$ cat src/rtl/nibble_serial_sub_20bit_if.sv
// nibble_serial_sub_20bit_if: operand/result handshake bundle; sign exists only with SUB20_ABS_EN
interface nibble_serial_sub_20bit_if;
  logic        in_valid;
  logic        in_ready;
  logic [19:0] a;
  logic [19:0] b;
  logic        bin;
  logic        out_valid;
  logic        out_ready;
  logic [19:0] diff;
  logic        bout;
`ifdef SUB20_ABS_EN
  logic        sign;
  modport master(output in_valid, a, b, bin, out_ready, input in_ready, out_valid, diff, bout, sign);
  modport slave(input in_valid, a, b, bin, out_ready, output in_ready, out_valid, diff, bout, sign);
`else
  modport master(output in_valid, a, b, bin, out_ready, input in_ready, out_valid, diff, bout);
  modport slave(input in_valid, a, b, bin, out_ready, output in_ready, out_valid, diff, bout);
`endif
endinterface

$ cat src/rtl/nibble_serial_sub_20bit.sv
// nibble_serial_sub_20bit: A-B-Bin through one 4-bit borrow slice over 5 cycles; SUB20_ABS_EN adds a NEG pass giving |result| and sign
module nibble_serial_sub_20bit (
  input logic clk,
  input logic rst,
  nibble_serial_sub_20bit_if.slave s
);
  typedef enum logic [1:0] {
    IDLE,
    RUN,
`ifdef SUB20_ABS_EN
    NEG,
`endif
    DONE
  } state_t;
  state_t state, state_n;
  logic [19:0] a_r, b_r, diff_r;
  logic [2:0] cnt;
  logic borrow, bout_r, last;
  logic [3:0] x, y;
  logic [4:0] slice;
  logic [4:0] idx;
  assign idx = {cnt, 2'b00};
  assign last = cnt == 3'd4;
`ifdef SUB20_ABS_EN
  assign x = state == NEG ? 4'h0 : a_r[idx +: 4];
  assign y = state == NEG ? diff_r[idx +: 4] : b_r[idx +: 4];
`else
  assign x = a_r[idx +: 4];
  assign y = b_r[idx +: 4];
`endif
  assign slice = {1'b0, x} - {1'b0, y} - {4'b0, borrow};
  assign s.in_ready = state == IDLE && !rst;
  assign s.out_valid = state == DONE;
  assign s.diff = diff_r;
  assign s.bout = bout_r;
`ifdef SUB20_ABS_EN
  assign s.sign = bout_r;
`endif
  // state register
  always_ff @(posedge clk)
    state <= rst ? IDLE : state_n;
  // next-state: accept in IDLE, five slice passes per phase, hold result until consumed
  always_comb begin
    state_n = state;
    case (state)
      IDLE: state_n = s.in_valid ? RUN : IDLE;
`ifdef SUB20_ABS_EN
      RUN:  state_n = last ? (slice[4] ? NEG : DONE) : RUN;
      NEG:  state_n = last ? DONE : NEG;
`else
      RUN:  state_n = last ? DONE : RUN;
`endif
      DONE: state_n = s.out_ready ? IDLE : DONE;
      default: state_n = IDLE;
    endcase
  end
  // datapath: operands latch only on acceptance, diff changes one nibble per slice pass
  always_ff @(posedge clk) begin
    if (rst) begin
      a_r <= '0;
      b_r <= '0;
      diff_r <= '0;
      cnt <= '0;
      borrow <= 1'b0;
      bout_r <= 1'b0;
    end else if (state == IDLE) begin
      if (s.in_valid) begin
        a_r <= s.a;
        b_r <= s.b;
        borrow <= s.bin;
        cnt <= '0;
      end
    end else if (state != DONE) begin
      diff_r[idx +: 4] <= slice[3:0];
      borrow <= last ? 1'b0 : slice[4];
      cnt <= last ? 3'd0 : cnt + 3'd1;
      if (last && state == RUN) bout_r <= slice[4];
    end
  end
endmodule

$ cat src/flat_wrapper.sv
// flat-port wrapper written by rule: the top's interface ports become plain ports
module nibble_serial_sub_20bit_flat 
  (clk, rst, s_in_valid, s_a, s_b, s_bin, s_out_ready, s_in_ready, s_out_valid, s_diff, s_bout);
  nibble_serial_sub_20bit_if s_i ();
  input logic clk;
  input logic rst;
  input wire logic [$bits(s_i.in_valid)-1:0] s_in_valid;
  input wire logic [$bits(s_i.a)-1:0] s_a;
  input wire logic [$bits(s_i.b)-1:0] s_b;
  input wire logic [$bits(s_i.bin)-1:0] s_bin;
  input wire logic [$bits(s_i.out_ready)-1:0] s_out_ready;
  output wire logic [$bits(s_i.in_ready)-1:0] s_in_ready;
  output wire logic [$bits(s_i.out_valid)-1:0] s_out_valid;
  output wire logic [$bits(s_i.diff)-1:0] s_diff;
  output wire logic [$bits(s_i.bout)-1:0] s_bout;
  assign s_i.in_valid = s_in_valid;
  assign s_i.a = s_a;
  assign s_i.b = s_b;
  assign s_i.bin = s_bin;
  assign s_i.out_ready = s_out_ready;
  assign s_in_ready = s_i.in_ready;
  assign s_out_valid = s_i.out_valid;
  assign s_diff = s_i.diff;
  assign s_bout = s_i.bout;
  nibble_serial_sub_20bit u_core (.clk(clk), .rst(rst), .s(s_i));
endmodule
$ cat config.mk
export PLATFORM = sky130hd
export DESIGN_NAME = nibble_serial_sub_20bit_flat
export DESIGN_NICKNAME = d
export VERILOG_FILES = /design/src/rtl/nibble_serial_sub_20bit_if.sv /design/src/rtl/nibble_serial_sub_20bit.sv /design/src/flat_wrapper.sv
export SDC_FILE = /design/constraint.sdc
export NUM_CORES = 1
export LEC_CHECK = 0
export ABC_AREA = 1
export ABC_CLOCK_PERIOD_IN_PS = 3600
export BUFFER_PORTS_ARGS = -buffer_cell sky130_fd_sc_hd__buf_2
export CORE_MARGIN = 10
export CORE_UTILIZATION = 54
export CTS_CLUSTER_DIAMETER = 200
export DETAILED_ROUTE_END_ITERATION = 6
export HOLD_SLACK_MARGIN = 0.15
export PLACE_DENSITY = 0.79
export SETUP_SLACK_MARGIN = 0.02
export SYNTH_ARGS = -nofsm -noshare
export SYNTH_HDL_FRONTEND = slang
export SYNTH_SLANG_ARGS = --single-unit
$ cat constraint.sdc
create_clock -name clk -period 3.6 [get_ports clk]
set_clock_uncertainty 0.15 [all_clocks]
set_input_delay 0.72 -clock clk [delete_from_list [all_inputs] [get_ports clk]]
set_output_delay 0.72 -clock clk [all_outputs]
set_load 0.01 [all_outputs]
After elaboration in Yosys (flattened, before gate mapping)

Index checks and enable logic that the tools add are counted.

Word-level logic and storage cells: 43
Bits of input ports: 45
Output and inout port bits: 23
Bits in registers: 67

Bitwise operators: 1
Mux-type cells: 13
Reduce and logical (&&, ||, !) cells: 9
Equality and inequality tests: 5
$add $sub $neg: 4
Shift operators: 4

Operators by type and width:

| kind                     | count |
|---|---|
| $shiftx A20 B6 Y4        | 2 |
| $bwmux W20               | 1 |
| $shift A4 B7 Y20 const A | 1 |
| $shiftx A4 B7 Y20        | 1 |
| $mux W3                  | 4 |
| $neg A5 Y7               | 1 |
| $pmux W2 S3              | 1 |
| $reduce_and A2 Y1        | 3 |
| $mux W1                  | 5 |
| $sub A4 B4 Y5            | 1 |
| $sub A5 B1 Y5            | 1 |
| $mux W2                  | 2 |
| $ne A2 B2 Y1 const B     | 2 |
| $add A3 B1 Y3 const B    | 1 |
| $eq A3 B3 Y1 const B     | 1 |
| $reduce_and A3 Y1        | 1 |
| $eq A2 B1 Y1 const B     | 1 |
| $eq A2 B2 Y1 const B     | 1 |
| $logic_and A1 B1 Y1      | 2 |
| $logic_not A2 Y1         | 1 |
| $reduce_bool A2 Y1       | 1 |
| $logic_not A1 Y1         | 1 |
| $not A1 Y1               | 1 |

Longest topological paths before layout

Depth in word-level cells: 6
Gate-level depth with buffers: 15
Mapped depth without buffers: 14

Least setup slack after synthesis

No wires, ideal clock.

Kind: reg2reg
Start point: register u_core.cnt[0]
End point: register u_core.borrow
Slack: 0.825 ns
Stages on the path, launching flop included: 16
Arrival time: 2.530 ns
Setup time: 0.095 ns
Path through: dfxtp_1 -> buf_4 -> clkbuf_1 -> a21oi_1 -> o21ai_0 -> nand3_1 -> nand2_1 -> inv_1 -> fa_1 -> inv_1 -> fa_1 -> nand2_1 -> a21oi_1 -> xor2_1 -> nand3_1 -> a221oi_1

Word-level cells in the longest chain between the ends: 6
Elaborated cells between the ends (all ways): 8
Those cells by class: add/sub (2); eq/ne (1); shift (2); mux (3)

Ends and longest elaborated chain:

| what                                        | line                                                         | RTL |
|---|---|---|
| start: declaration                          | nibble_serial_sub_20bit.sv:17                                | `logic [2:0] cnt;` |
| start signal: assignment                    | nibble_serial_sub_20bit.sv:76                                | `cnt <= last ? 3'd0 : cnt + 3'd1;` |
| $shiftx A20 B6 Y4, on equally long branches | nibble_serial_sub_20bit.sv:28, nibble_serial_sub_20bit.sv:29 |  |
| $sub A4 B4 Y5                               | nibble_serial_sub_20bit.sv:31                                | `assign slice = {1'b0, x} - {1'b0, y} - {4'b0, borrow};` |
| $sub A5 B1 Y5                               | nibble_serial_sub_20bit.sv:31                                |  |
| $mux W1 *                                   | nibble_serial_sub_20bit.sv:75                                | `borrow <= last ? 1'b0 : slice[4];` |
| $mux W1 *                                   | nibble_serial_sub_20bit.sv:73                                | `end else if (state != DONE) begin` |
| $mux W1 *                                   | nibble_serial_sub_20bit.sv:66                                | `end else if (state == IDLE) begin` |
| end signal: assignment                      | nibble_serial_sub_20bit.sv:70                                | `borrow <= s.bin;` |
| end signal: assignment                      | nibble_serial_sub_20bit.sv:75                                |  |
| end: declaration                            | nibble_serial_sub_20bit.sv:18                                | `logic borrow, bout_r, last;` |

Every way passes the cells marked *; elsewhere a longest branch is shown, timed or not. The select of a mux whose other input is x is not followed.
A chain may end at the register's enable or synchronous reset.

Worst setup path after layout

Start point: register u_core.cnt[1]
End point: register u_core.diff_r[14] (netlist: u_core.s.diff[14])

Word-level cells in the longest chain between the ends: 5
Elaborated cells between the ends (all ways): 8
Those cells by class: add/sub (3); shift (4); mux (1)

Ends and longest elaborated chain:

| what                                        | line                                                         | RTL |
|---|---|---|
| $shiftx A20 B6 Y4, on equally long branches | nibble_serial_sub_20bit.sv:28, nibble_serial_sub_20bit.sv:29 |  |
| $sub A4 B4 Y5                               | nibble_serial_sub_20bit.sv:31                                |  |
| $sub A5 B1 Y5                               | nibble_serial_sub_20bit.sv:31                                |  |
| $shiftx A4 B7 Y20                           | nibble_serial_sub_20bit.sv:74                                | `diff_r[idx +: 4] <= slice[3:0];` |
| $bwmux W20 *                                | nibble_serial_sub_20bit.sv:74                                |  |
| end signal: indexed assignment              | nibble_serial_sub_20bit.sv:74                                |  |
| end: declaration                            | nibble_serial_sub_20bit.sv:16                                | `logic [19:0] a_r, b_r, diff_r;` |

Every way passes the cells marked *; elsewhere a longest branch is shown, timed or not.

==> summary.txt <==
FF-to-FF setup slack: 550 ps
Die area: 9300 sq um
Vias post-DR: 3005
Area delta synth->final: 17.8%
Total power: 1.83 mW
Status: completed
Site Rows: 27
Area leader, netlist: dfxtp_1
Cells after Synth: 434
Period minus WS final: 3050 ps
TritonCTS Buffers: 9
Post-DRT Antenna Nets: 0
Fin. max-slew vios: 0
Wirelength, routed: 8230 um
Setup TNS: 0 ps
Ys Warns: 0
Vias in the first global route: 3010
Vias per inst: 5.26
Reg area: 1340 sq um
First-pass GRT wire length: 13500 um
Most frequent cells in the layout: nor2_1 (90), buf_2 (67), dfxtp_1 (67), o21ai_0 (66), nand2_1 (47)
Most common cell after layout, fill and taps aside: nor2_1
Worst skew pair latency: 340 ps
Area contributors post-synth: dfxtp_1 (43%), nor2_1 (11%), o21ai_0 (10%)
Layout cells sized above 1: 19.4%
Worst slew pin tran: 946 ps
Final setup violation count: 0
Cell at the root of the clock tree: clkbuf_8
DP HPWL: 6020 um
GPL Wtd Cong: 0.911
Die H: 96.4 um
DR iter-0 viols: 215
Seq/Total Area, Yosys: 42.5%
Data arrival at the endpoint of the critical path: 3170 ps
Leak: 1.78 nW
Post-synth EDFFs: 0
Port Buffer Count: 67
Top-area cell type share of the netlist area: 42.5%
Clk sinks: 67
DR WL met3: 530 um
Rel. slew slack: 36.9%
Hold Crit Class: flop to flop
Die Width: 96.4 um
Diodes inserted: 0
Crit share post-route: 84.7%
Max_cap viols: 0
H-tree lvl count: 3
Synth Cell Area: 3160 sq um
NumNets Final: 553
Initial Util: 56.6%
Flops & latches, synth: 67
Final Hold Viols: 0
Pwr Density: 493 nW/um^2
GR Overflow Total: 0
Peak VDD IR: 0.233 mV
Drt wl/cell: 14.4 um
Mapped Nets: 492
CTS tree: done
Fmax: 0.328 GHz
Core area: 5570 sq um
Critical path required time: 3720 ps
Max layer used: met4
Setup Fix Bufs, Post-CTS: 0
Crit end category: flop
Post-synthesis cell type count: 31
Area of the multi-input gates: 1540 sq um
Share of flip-flops with an asynchronous set or reset: 0%
CP Max Fanout: 16
Synth Flop Type: dfxtp_1
Met2 wire len: 4100 um
# IOs: 68
RSZ-0062 raised after global routing: false
Post-CTS Hold Buffers: 0
WL met1: 3460 um
Post_cts resized: 0
Reg clk slew, reported paths: 70 ps
CP Launch Type: flop
Fill cells: 491
Avg Cell Area, Syn: 7.27 sq um
Total Routing Usage GR: 18.2%
Initial antenna violation count: 0
Crit Path Class: flop to flop
Clk buf depth: 2
Largest net degree at the start of global routing: 50
Drt pass-1 iters: 5
DR DRC count: 0
critical path, cell delays in order (launching register included):
cell and delay [ps]:
dfxtp_1 390, inv_2 250, nand2_1 170, inv_1 210, a21oi_1 100, a31oi_1 220, fa_1 240, inv_1 60
fa_1 430, xnor2_1 340, nand2_1 90, nor2_1 130, nand2_1 70, a21oi_1 120
sequential cells by signal, indices dropped and copies added, names as in the netlist:
name           cells
u_core.a_r        20
u_core.cnt         3
u_core.s.diff     20
u_core.borrow      1
u_core.state       2
u_core.s.bout      1
u_core.b_r        20
power breakdown:
group | internal (mW) | total (mW) | switching, mW | leakage, nW
sequential | 0.789 | 0.815 | 0.0264 | 0.550
combinational | 0.126 | 0.354 | 0.229 | 1.12
clock | 0.392 | 0.662 | 0.270 | 0.109
cells by family after synthesis:
kind of cell               Yosys count  share of synthesized area [%]
xor gates and xnor gates             2                          0.555
buffers and inverters               65                           8.64
DFF                                 67                           42.5
AOI/OAI and AO/OA                  109                           18.4
and+or+nand+nor                    178                           24.3
adders and majority gates           13                           5.63
final cells by class:
class / count / share of cell area [%]
clock buffers: 14 / 4.92
clock inverters: 1 / 0.808
inverters: 44 / 4.44
multi-input cells: 302 / 41.5
flip-flops and latches: 67 / 36.1
well taps: 72 / 2.42
repair buffers: 71 / 9.83
path summary, 6_finish.rpt:
kind,start,to,cells after the start
max,u_core.cnt[1],u_core.s.diff[14],13
min,u_core.b_r[8],u_core.b_r[8],2
max reg2reg,u_core.cnt[1],u_core.s.diff[14],13
min reg2reg,u_core.b_r[8],u_core.b_r[8],2
through the flow:
stage          cells  cell area (sq um)  hold slack, ps  worst slack (ps)  util [%]
2_1_floorplan    434               3160             274               825         -
3_3_place_gp     556               3500             298               805      62.9
3_5_place_dp     556               3500             299               592      62.9
4_1_cts          571               3720             308               577      66.7
5_1_grt          571               3720             329               216      66.7
6_report         571               3720             305               551      66.7
cells in the mapped netlist (2+ instances only):
| cell type | count |
|---|---|
| nand2_1 | 47 |
| buf_4 | 2 |
| clkbuf_1 | 14 |
| nor3_1 | 2 |
| inv_2 | 6 |
| nor2_1 | 90 |
| a21oi_1 | 32 |
| a31oi_1 | 2 |
| nor2_2 | 2 |
| nand4_1 | 4 |
| o211a_1 | 5 |
| buf_2 | 3 |
| inv_1 | 37 |
| o21ai_0 | 66 |
| nand3_1 | 29 |
| fa_1 | 2 |
| ha_1 | 11 |
| dfxtp_1 | 67 |
layer usage:
metal,GRT usage [%],vias up
met5,0,-
met4,6.78,0
met3,5.40,12
met2,31.6,97
met1,20.7,1351
li1,-,1545
Power figures use the tool's default switching activity.
